===== config.mk =====
export PLATFORM = sky130hd
export DESIGN_NAME = clock_mode_ctrl
export DESIGN_NICKNAME = d
export VERILOG_FILES = /design/src/rtl/clock_mode_ctrl.sv
export SDC_FILE = /design/constraint.sdc
export NUM_CORES = 1
export LEC_CHECK = 0
export BUFFER_PORTS_ARGS = -buffer_cell sky130_fd_sc_hd__buf_2
export CELL_PAD_IN_SITES_DETAIL_PLACEMENT = 1
export CELL_PAD_IN_SITES_GLOBAL_PLACEMENT = 1
export CORE_MARGIN = 2
export CORE_UTILIZATION = 49
export CTS_CLUSTER_DIAMETER = 30
export DETAILED_ROUTE_END_ITERATION = 16
export PLACE_DENSITY_LB_ADDON = 0.1
export SLEW_MARGIN = 25
export SYNTH_ARGS = -nofsm -noshare
export SYNTH_HDL_FRONTEND = slang
export SYNTH_SLANG_ARGS = --single-unit
export TNS_END_PERCENT = 10

===== constraint.sdc =====
create_clock -name clk_1kHz -period 4.4 [get_ports clk_1kHz]
set_clock_uncertainty 0.15 [all_clocks]
set_input_delay 1.32 -clock clk_1kHz [delete_from_list [all_inputs] [get_ports clk_1kHz]]
set_output_delay 1.32 -clock clk_1kHz [all_outputs]
set_load 0.02 [all_outputs]

===== src/rtl/clock_mode_ctrl.sv =====
// rtl/clock_mode_ctrl.sv - button debounce and RUN/EDIT control FSM for a clock with auto-repeat increments
`timescale 1ns/1ps
module clock_mode_ctrl #(
    parameter int DEBOUNCE_MS     = 20,
    parameter int REPEAT_DELAY_MS = 500,
    parameter int REPEAT_RATE_MS  = 100,
    parameter int EDIT_TIMEOUT_MS = 10000
) (
    input  logic       clk_1kHz,
    input  logic       reset,
    input  logic       BTN_mode,
    input  logic       BTN_edit,
    input  logic       BTN_inc_h,
    input  logic       BTN_inc_m,
    output logic [1:0] mode,
    output logic       edit,
    output logic       inc_h,
    output logic       inc_m,
    output logic       mode_chg
);
    localparam int DW   = $clog2(DEBOUNCE_MS + 1);
    localparam int RMAX = (REPEAT_DELAY_MS > REPEAT_RATE_MS) ? REPEAT_DELAY_MS : REPEAT_RATE_MS;
    localparam int RW   = $clog2(RMAX + 1);
    localparam int IW   = $clog2(EDIT_TIMEOUT_MS + 1);

    typedef enum logic {RUN, EDIT} state_t;

    // bit order everywhere: {inc_m, inc_h, edit, mode}
    logic [3:0]    raw;
    logic [3:0]    sync1_q, sync2_q, deb_q, deb_prev_q, press_q;
    logic [DW-1:0] dcnt_q [4];

    assign raw = {BTN_inc_m, BTN_inc_h, BTN_edit, BTN_mode};

    always_ff @(posedge clk_1kHz or posedge reset) begin
        if (reset) begin
            sync1_q    <= '0;
            sync2_q    <= '0;
            deb_q      <= '0;
            deb_prev_q <= '0;
            press_q    <= '0;
            for (int i = 0; i < 4; i++) dcnt_q[i] <= '0;
        end else begin
            sync1_q    <= raw;
            sync2_q    <= sync1_q;
            deb_prev_q <= deb_q;
            press_q    <= deb_q & ~deb_prev_q;
            for (int i = 0; i < 4; i++) begin
                if (sync2_q[i] == deb_q[i]) begin
                    dcnt_q[i] <= '0;
                end else if (dcnt_q[i] == DW'(DEBOUNCE_MS - 1)) begin
                    deb_q[i]  <= sync2_q[i];
                    dcnt_q[i] <= '0;
                end else begin
                    dcnt_q[i] <= dcnt_q[i] + 1'b1;
                end
            end
        end
    end

    state_t        state_q;
    logic [1:0]    mode_q;
    logic          edit_q, mode_chg_q;
    logic [1:0]    inc_q, rep_on_q, rep_first_q, rep_hit;
    logic [RW-1:0] rep_cnt_q [2];
    logic [IW-1:0] idle_q;

    // repeat fires while the debounced level is still high at the hit cycle
    always_comb begin
        rep_hit = '0;
        for (int j = 0; j < 2; j++)
            rep_hit[j] = rep_on_q[j] && deb_q[j+2] &&
                         (rep_cnt_q[j] == (rep_first_q[j] ? RW'(REPEAT_DELAY_MS - 1)
                                                          : RW'(REPEAT_RATE_MS - 1)));
    end

    always_ff @(posedge clk_1kHz or posedge reset) begin
        if (reset) begin
            state_q     <= RUN;
            mode_q      <= 2'b00;
            edit_q      <= 1'b0;
            mode_chg_q  <= 1'b0;
            inc_q       <= '0;
            rep_on_q    <= '0;
            rep_first_q <= '0;
            idle_q      <= '0;
            for (int j = 0; j < 2; j++) rep_cnt_q[j] <= '0;
        end else begin
            mode_chg_q <= 1'b0;
            inc_q      <= '0;
            case (state_q)
                RUN: begin
                    rep_on_q <= '0;
                    if (press_q[1]) begin
                        state_q <= EDIT;
                        edit_q  <= 1'b1;
                        idle_q  <= '0;
                    end else if (press_q[0]) begin
                        mode_q     <= mode_q + 2'd1;
                        mode_chg_q <= 1'b1;
                    end
                end
                EDIT: begin
                    if (press_q[1]) begin
                        state_q  <= RUN;
                        edit_q   <= 1'b0;
                        rep_on_q <= '0;
                    end else if ((|press_q) || (|rep_hit)) begin
                        idle_q <= '0;
                    end else if (idle_q == IW'(EDIT_TIMEOUT_MS - 1)) begin
                        state_q  <= RUN;
                        edit_q   <= 1'b0;
                        rep_on_q <= '0;
                    end else begin
                        idle_q <= idle_q + 1'b1;
                    end
                    if (!press_q[1]) begin
                        for (int j = 0; j < 2; j++) begin
                            if (press_q[j+2]) begin
                                inc_q[j]       <= 1'b1;
                                rep_on_q[j]    <= 1'b1;
                                rep_first_q[j] <= 1'b1;
                                rep_cnt_q[j]   <= '0;
                            end else if (rep_hit[j]) begin
                                inc_q[j]       <= 1'b1;
                                rep_first_q[j] <= 1'b0;
                                rep_cnt_q[j]   <= '0;
                            end else if (rep_on_q[j] && deb_q[j+2]) begin
                                rep_cnt_q[j] <= rep_cnt_q[j] + 1'b1;
                            end else begin
                                rep_on_q[j] <= 1'b0;
                            end
                        end
                    end
                end
                default: state_q <= RUN;
            endcase
        end
    end

    assign mode     = mode_q;
    assign edit     = edit_q;
    assign inc_h    = inc_q[0];
    assign inc_m    = inc_q[1];
    assign mode_chg = mode_chg_q;
endmodule


### Yosys cells after proc, flatten, opt, wreduce, memory -nomap -nowiden

Index checks and enable logic that the tools add are counted.
W data, S select, Z words.

| storage, ports and cells | value |
|---|---|
| logic and storage cells | 132 |
| register bits after elaboration | 83 |
| output and inout port bits | 6 |
| input bits | 6 |

| cells by class | value |
|---|---|
| equal/unequal tests | 16 |
| add/sub/neg operators | 8 |
| muxes and demuxes | 55 |
| bitwise gates (word level) | 8 |
| reduce and logical (&&, ||, !) cells | 22 |

Operators by type and width:

| cell | number |
|---|---|
| $mux W9 | 8 |
| $mux W14 | 4 |
| $mux W5 | 8 |
| $pmux W14 S2 | 1 |
| $mux W1 | 25 |
| $reduce_and A3 Y1 | 7 |
| $add A5 B1 Y5 const B | 4 |
| $eq A5 B5 Y1 const B | 4 |
| $add A9 B1 Y9 const B | 2 |
| $eq A9 B9 Y1 | 2 |
| $add A14 B1 Y14 const B | 1 |
| $eq A14 B14 Y1 const B | 1 |
| $mux W2 | 6 |
| $reduce_and A2 Y1 | 4 |
| $ne A3 B3 Y1 const B | 2 |
| $not A1 Y1 | 6 |
| $reduce_bool A3 Y1 | 2 |
| $and A4 B4 Y4 | 1 |
| $eq A1 B1 Y1 | 4 |
| $logic_and A1 B1 Y1 | 4 |
| $ne A2 B2 Y1 const B | 2 |
| $not A4 Y4 | 1 |
| $pmux W1 S2 | 2 |
| $pmux W2 S2 | 1 |
| other kinds (6) | 7 |

### Logic depth before layout (Yosys ltp)

| logic depth | value |
|---|---|
| depth after elaboration | 12 |
| mapped depth | 7 |
| mapped depth without buffers | 6 |

### Worst setup path before layout

OpenSTA, ideal clock, no wires.

| timing | value |
|---|---|
| kind | reg-to-reg |
| start | register rep_cnt_q[0] (netlist bit) |
| end | register idle_q[11] |
| buffers on the path | 1 |
| data required time | 4112 ps |
| arrival time | 1887 ps |
| clock period less this slack | 2174 ps |
| setup slack | 2226 ps |
| setup time | 138 ps |
| stages on the path, launching flop included | 8 |
| cell sequence | dfrtp_1 ha_1 or3b_2 a211oi_1 nor3_1 clkbuf_1 nand3b_2 o221ai_1 |

| on the way | value |
|---|---|
| cells in the longest elaborated chain, start to end | 7 |
| elaborated cells on any way between the ends | 9 |
| classes of those cells | 2 x eq/ne; 3 x mux; 4 x reduce/logical |

Ends and longest elaborated chain:

| what | RTL line | text |
|---|---|---|
| start, declared | 65 | `logic [RW-1:0] rep_cnt_q [2];` |
| start signal, assigned by index | 129 | `rep_cnt_q[j] <= rep_cnt_q[j] + 1'b1;` |
| $eq A9 B9 Y1 (*) | 73 | `(rep_cnt_q[j] == (rep_first_q[j] ? RW'(REPEAT_DELAY_MS - 1)` |
| $logic_and A1 B1 Y1 (*) | 72 | `rep_hit[j] = rep_on_q[j] && deb_q[j+2] &&` |
| $reduce_or A2 Y1 (*) | 108 | `end else if ((\|press_q) \|\| (\|rep_hit)) begin` |
| $logic_or A1 B1 Y1 (*) | 108 |  |
| $mux W14 | 108 |  |
| $mux W14 | 104 | `if (press_q[1]) begin` |
| $pmux W14 S2 | 91 | `case (state_q)` |
| end signal, assigned | 115 | `idle_q <= idle_q + 1'b1;` |
| end, declared | 66 | `logic [IW-1:0] idle_q;` |

Every way passes the cells marked *; elsewhere a longest branch is shown, timed or not. The select of a mux whose other input is x is not followed.
A chain may end at the register's enable or synchronous reset.

### Final worst setup path

| timing | value |
|---|---|
| start | register rep_cnt_q[0] (netlist bit) |
| end | register idle_q[8] |

The elaborated chain is that of the path after synthesis.

==> results.toml <==
[sta]
tns_ns = 0
setup_viol = 0
fmaxAchievable_ghz = 0.367
maxSlewHeadroom = 0.568
fin_crit_ns = 2.73
holdWs_ns = 0.206
hold_violations = 0
finalWorstSetupSlack_ns = 1.67
slew_viol_final = 0
tightest_slew_ns = 0.647
period_share = 0.620
rsz0062_at_grt = "false"

[cts]
cts_hold_buf = 0
cts-buffers-inserted = 9
insertion_delay_ns = 0.36
post_cts_buffers = 0
cts_root_buf = "clkbuf_8"
path_clk_slew_ns = 0.09
cts.sinks = 83
cts_tree = "built"
htree_levels = 3
cts_buffer_depth = 2
cts_resized = 0

[worst_setup_path]
cp_data_arrival_time_ns = 2.79
path_cells = "ha_1 -> or3b_2 -> a211oi_1 -> nor4b_2 -> o21ai_4 -> o221ai_1"
worstPathRequired_ns = 4.47
cp_max_fo = 15
startpoint_type = "register"
end_kind = "register"
crit_buf_inv = 0
critPathSlowestCell = "dfrtp_1"
slowest_delay_ns = 0.49
cp_top_family = "compound AO/OA/AOI/OAI gates"
critPathKind = "reg2reg"

[place]
dp_hpwl_um = 5390
port_buffers = 11
place_ws_ns = 1.72
place_congestion = 0.814

[drt]
drt_iter0_markers = 81
postRouteAntennaNets = 0
firstDrtPassIters = 4
vias = 2692
wl_per_cell_um = 16.5
routed_via_density = 5.57
drt-total-wl_um = 7990
drc = 0

[power_and_ir_drop]
p_leak_nw = 1.82
power.share.clock = 0.386
p_sw_frac = 0.243
peakVddDrop_uv = 174
sequentialPowerShare = 0.584
power.switching_uw = 327
combinationalPowerShare = 0.030
total_power_mw = 1.34
powerDensity_nw_per_um2 = 320
power.internal_mw = 1.02

[floorplanning]
dieArea_um2 = 8550
initial_utilization = 0.502
fp.dieW_um = 92.5
io_pins = 12
coreArea_um2 = 7650
fp.dieH_um = 92.5
rows = 32

[logic_synthesis]
yosysSeqAreaShare = 0.541
synth_top_area_frac = 0.541
synth_edf_count = 0
ys_warn_count = 0
yosysMostFrequentCell = "dfrtp_1"
synth_top_cell_by_area = "dfrtp_1"
ys_ff_latch = 83
ys_types = 52
postSynth.asyncResetShare = 1.00
synth_nets = 372
synthesis.area_um2 = 3840
syn_inst = 359
synth_flop_cell = "dfrtp_1"
synth_common_cells = "dfrtp_1, nor2_1, nand2_1, inv_1, nand3_1"
synth.avg_cell_area_um2 = 10.7
synthTopCellsByArea = "dfrtp_1, nor2_1, xnor2_1"

[layout]
final_util = 0.549
num_antenna_cells = 0
drive_gt1_frac = 0.134
fin_nets = 389
syn_to_final_growth_pct = 9.36

[status]
status = "finished, final reports clean"

[global_routing]
first_global_vias = 2865
grt_antenna_before_repair = 0
grt_first_pass_wirelength_um = 14100
overflow = 0
grt_usage = 0.209
grt_max_degree = 50

[min_path]
hold_class = "reg2reg"

[flow_run]
max_cap_violations = 0
==> metal layers <==
layer / track usage / up-vias / routed length (um)
met2: 0.353 / 19 / 3990
li1: - / 1294 / -
met4: 0.0547 / 0 / 87
met5: 0 / - / 0
met1: 0.273 / 1371 / 3740
met3: 0.0472 / 8 / 176
==> through the flow <==
stage,instance area [um2],instances
after global placement,4010,467
after CTS,4200,483
after detailed placement,4010,467
final,4200,483
after global routing,4200,483
after floorplan,3840,359
==> worst reg2reg max path, delay by kind of cell, from the launching register on <==
family / cells / cell delay [ns]
AOI/OAI and AO/OA: 3 / 1.06
and+or+nand+nor: 2 / 0.63
adders and majority gates: 1 / 0.26
DFF: 1 / 0.49
==> cell type report <==
type	instances	area, um2
Sequential cell	83	2080
Inverter	22	83.8
Multi-Input combinational cell	246	1630
Fill cell	847	3450
Clock buffer	10	138
Timing Repair Buffer	14	90.1
Clock inverter	6	48.8
Tap cell	102	128
==> power groups by stage <==
stage / sequential (mW) / combinational (mW) / clock (mW)
CTS: 0.784 / 0.0429 / 0.534
finish: 0.784 / 0.0409 / 0.518
global route: 0.786 / 0.0490 / 0.565
global placement: 0.798 / 0.0414 / 0
detailed placement: 0.799 / 0.0426 / 0
floorplan: 0.797 / 0.0298 / 0
==> kinds of logic (layout without fill, tap and decap cells) <==
family          count (synthesis)  count (layout)  synth area share
xor+xnor                       28              28            0.0639
compound gates                 47              47            0.0972
fa+ha+maj                       7               7            0.0228
simple gates                  156             156             0.218
mux                             8               8            0.0228
buf+inv                        30              52            0.0336
flops                          83              83             0.541
==> path summary, 6_finish.rpt <==
check | startpoint | to | slack (ns) | depth (start not counted)
hold reg to reg | sync1_q[2]$_DFF_PP0_ | sync2_q[2]$_DFF_PP0_ | 0.21 | 0
setup / recovery | rep_cnt_q[0]$_DFFE_PP0P_ | idle_q[8]$_DFFE_PP0P_ | 1.67 | 6
setup reg to reg | rep_cnt_q[0]$_DFFE_PP0P_ | idle_q[8]$_DFFE_PP0P_ | 1.67 | 6
max in group asynchronous | reset | rep_cnt_q[5]$_DFFE_PP0P_ | 2.57 | 3
hold / removal | sync1_q[2]$_DFF_PP0_ | sync2_q[2]$_DFF_PP0_ | 0.21 | 0
min in group asynchronous | reset | sync1_q[2]$_DFF_PP0_ | 0.87 | 2
==> cells in the final DEF, fill, tap and decap left out, types with 3 or more instances in the layout <==
cell type / netlist / routed
a21oi_1: 3 / 3
and4_1: 3 / 3
buf_2: 1 / 11
clkbuf_8: 0 / 10
dfrtp_1: 83 / 83
ha_1: 7 / 7
inv_1: 22 / 21
mux2_2: 6 / 6
nand2_1: 26 / 26
nand2b_1: 6 / 6
nand3_1: 20 / 20
nand4_1: 13 / 13
nand4b_1: 3 / 3
nor2_1: 39 / 39
nor2b_1: 8 / 8
nor3_1: 11 / 11
nor3b_1: 5 / 5
nor4_1: 5 / 5
o211ai_1: 3 / 3
o21ai_0: 15 / 15
o221ai_1: 5 / 5
o22ai_1: 3 / 3
xnor2_1: 15 / 15
xor2_1: 13 / 13
==> flip-flops by register name, indices dropped and copies added, names as in the netlist <==
signal / count
dcnt_q: 20
rep_cnt_q: 18
idle_q: 14
deb_prev_q: 4
deb_q: 4
press_q: 4
sync1_q: 4
sync2_q: 4
inc_q: 2
mode: 2
rep_first_q: 2
rep_on_q: 2
edit: 1
mode_chg: 1
state_q: 1
No activity file was read; power rests on OpenSTA's default activity.
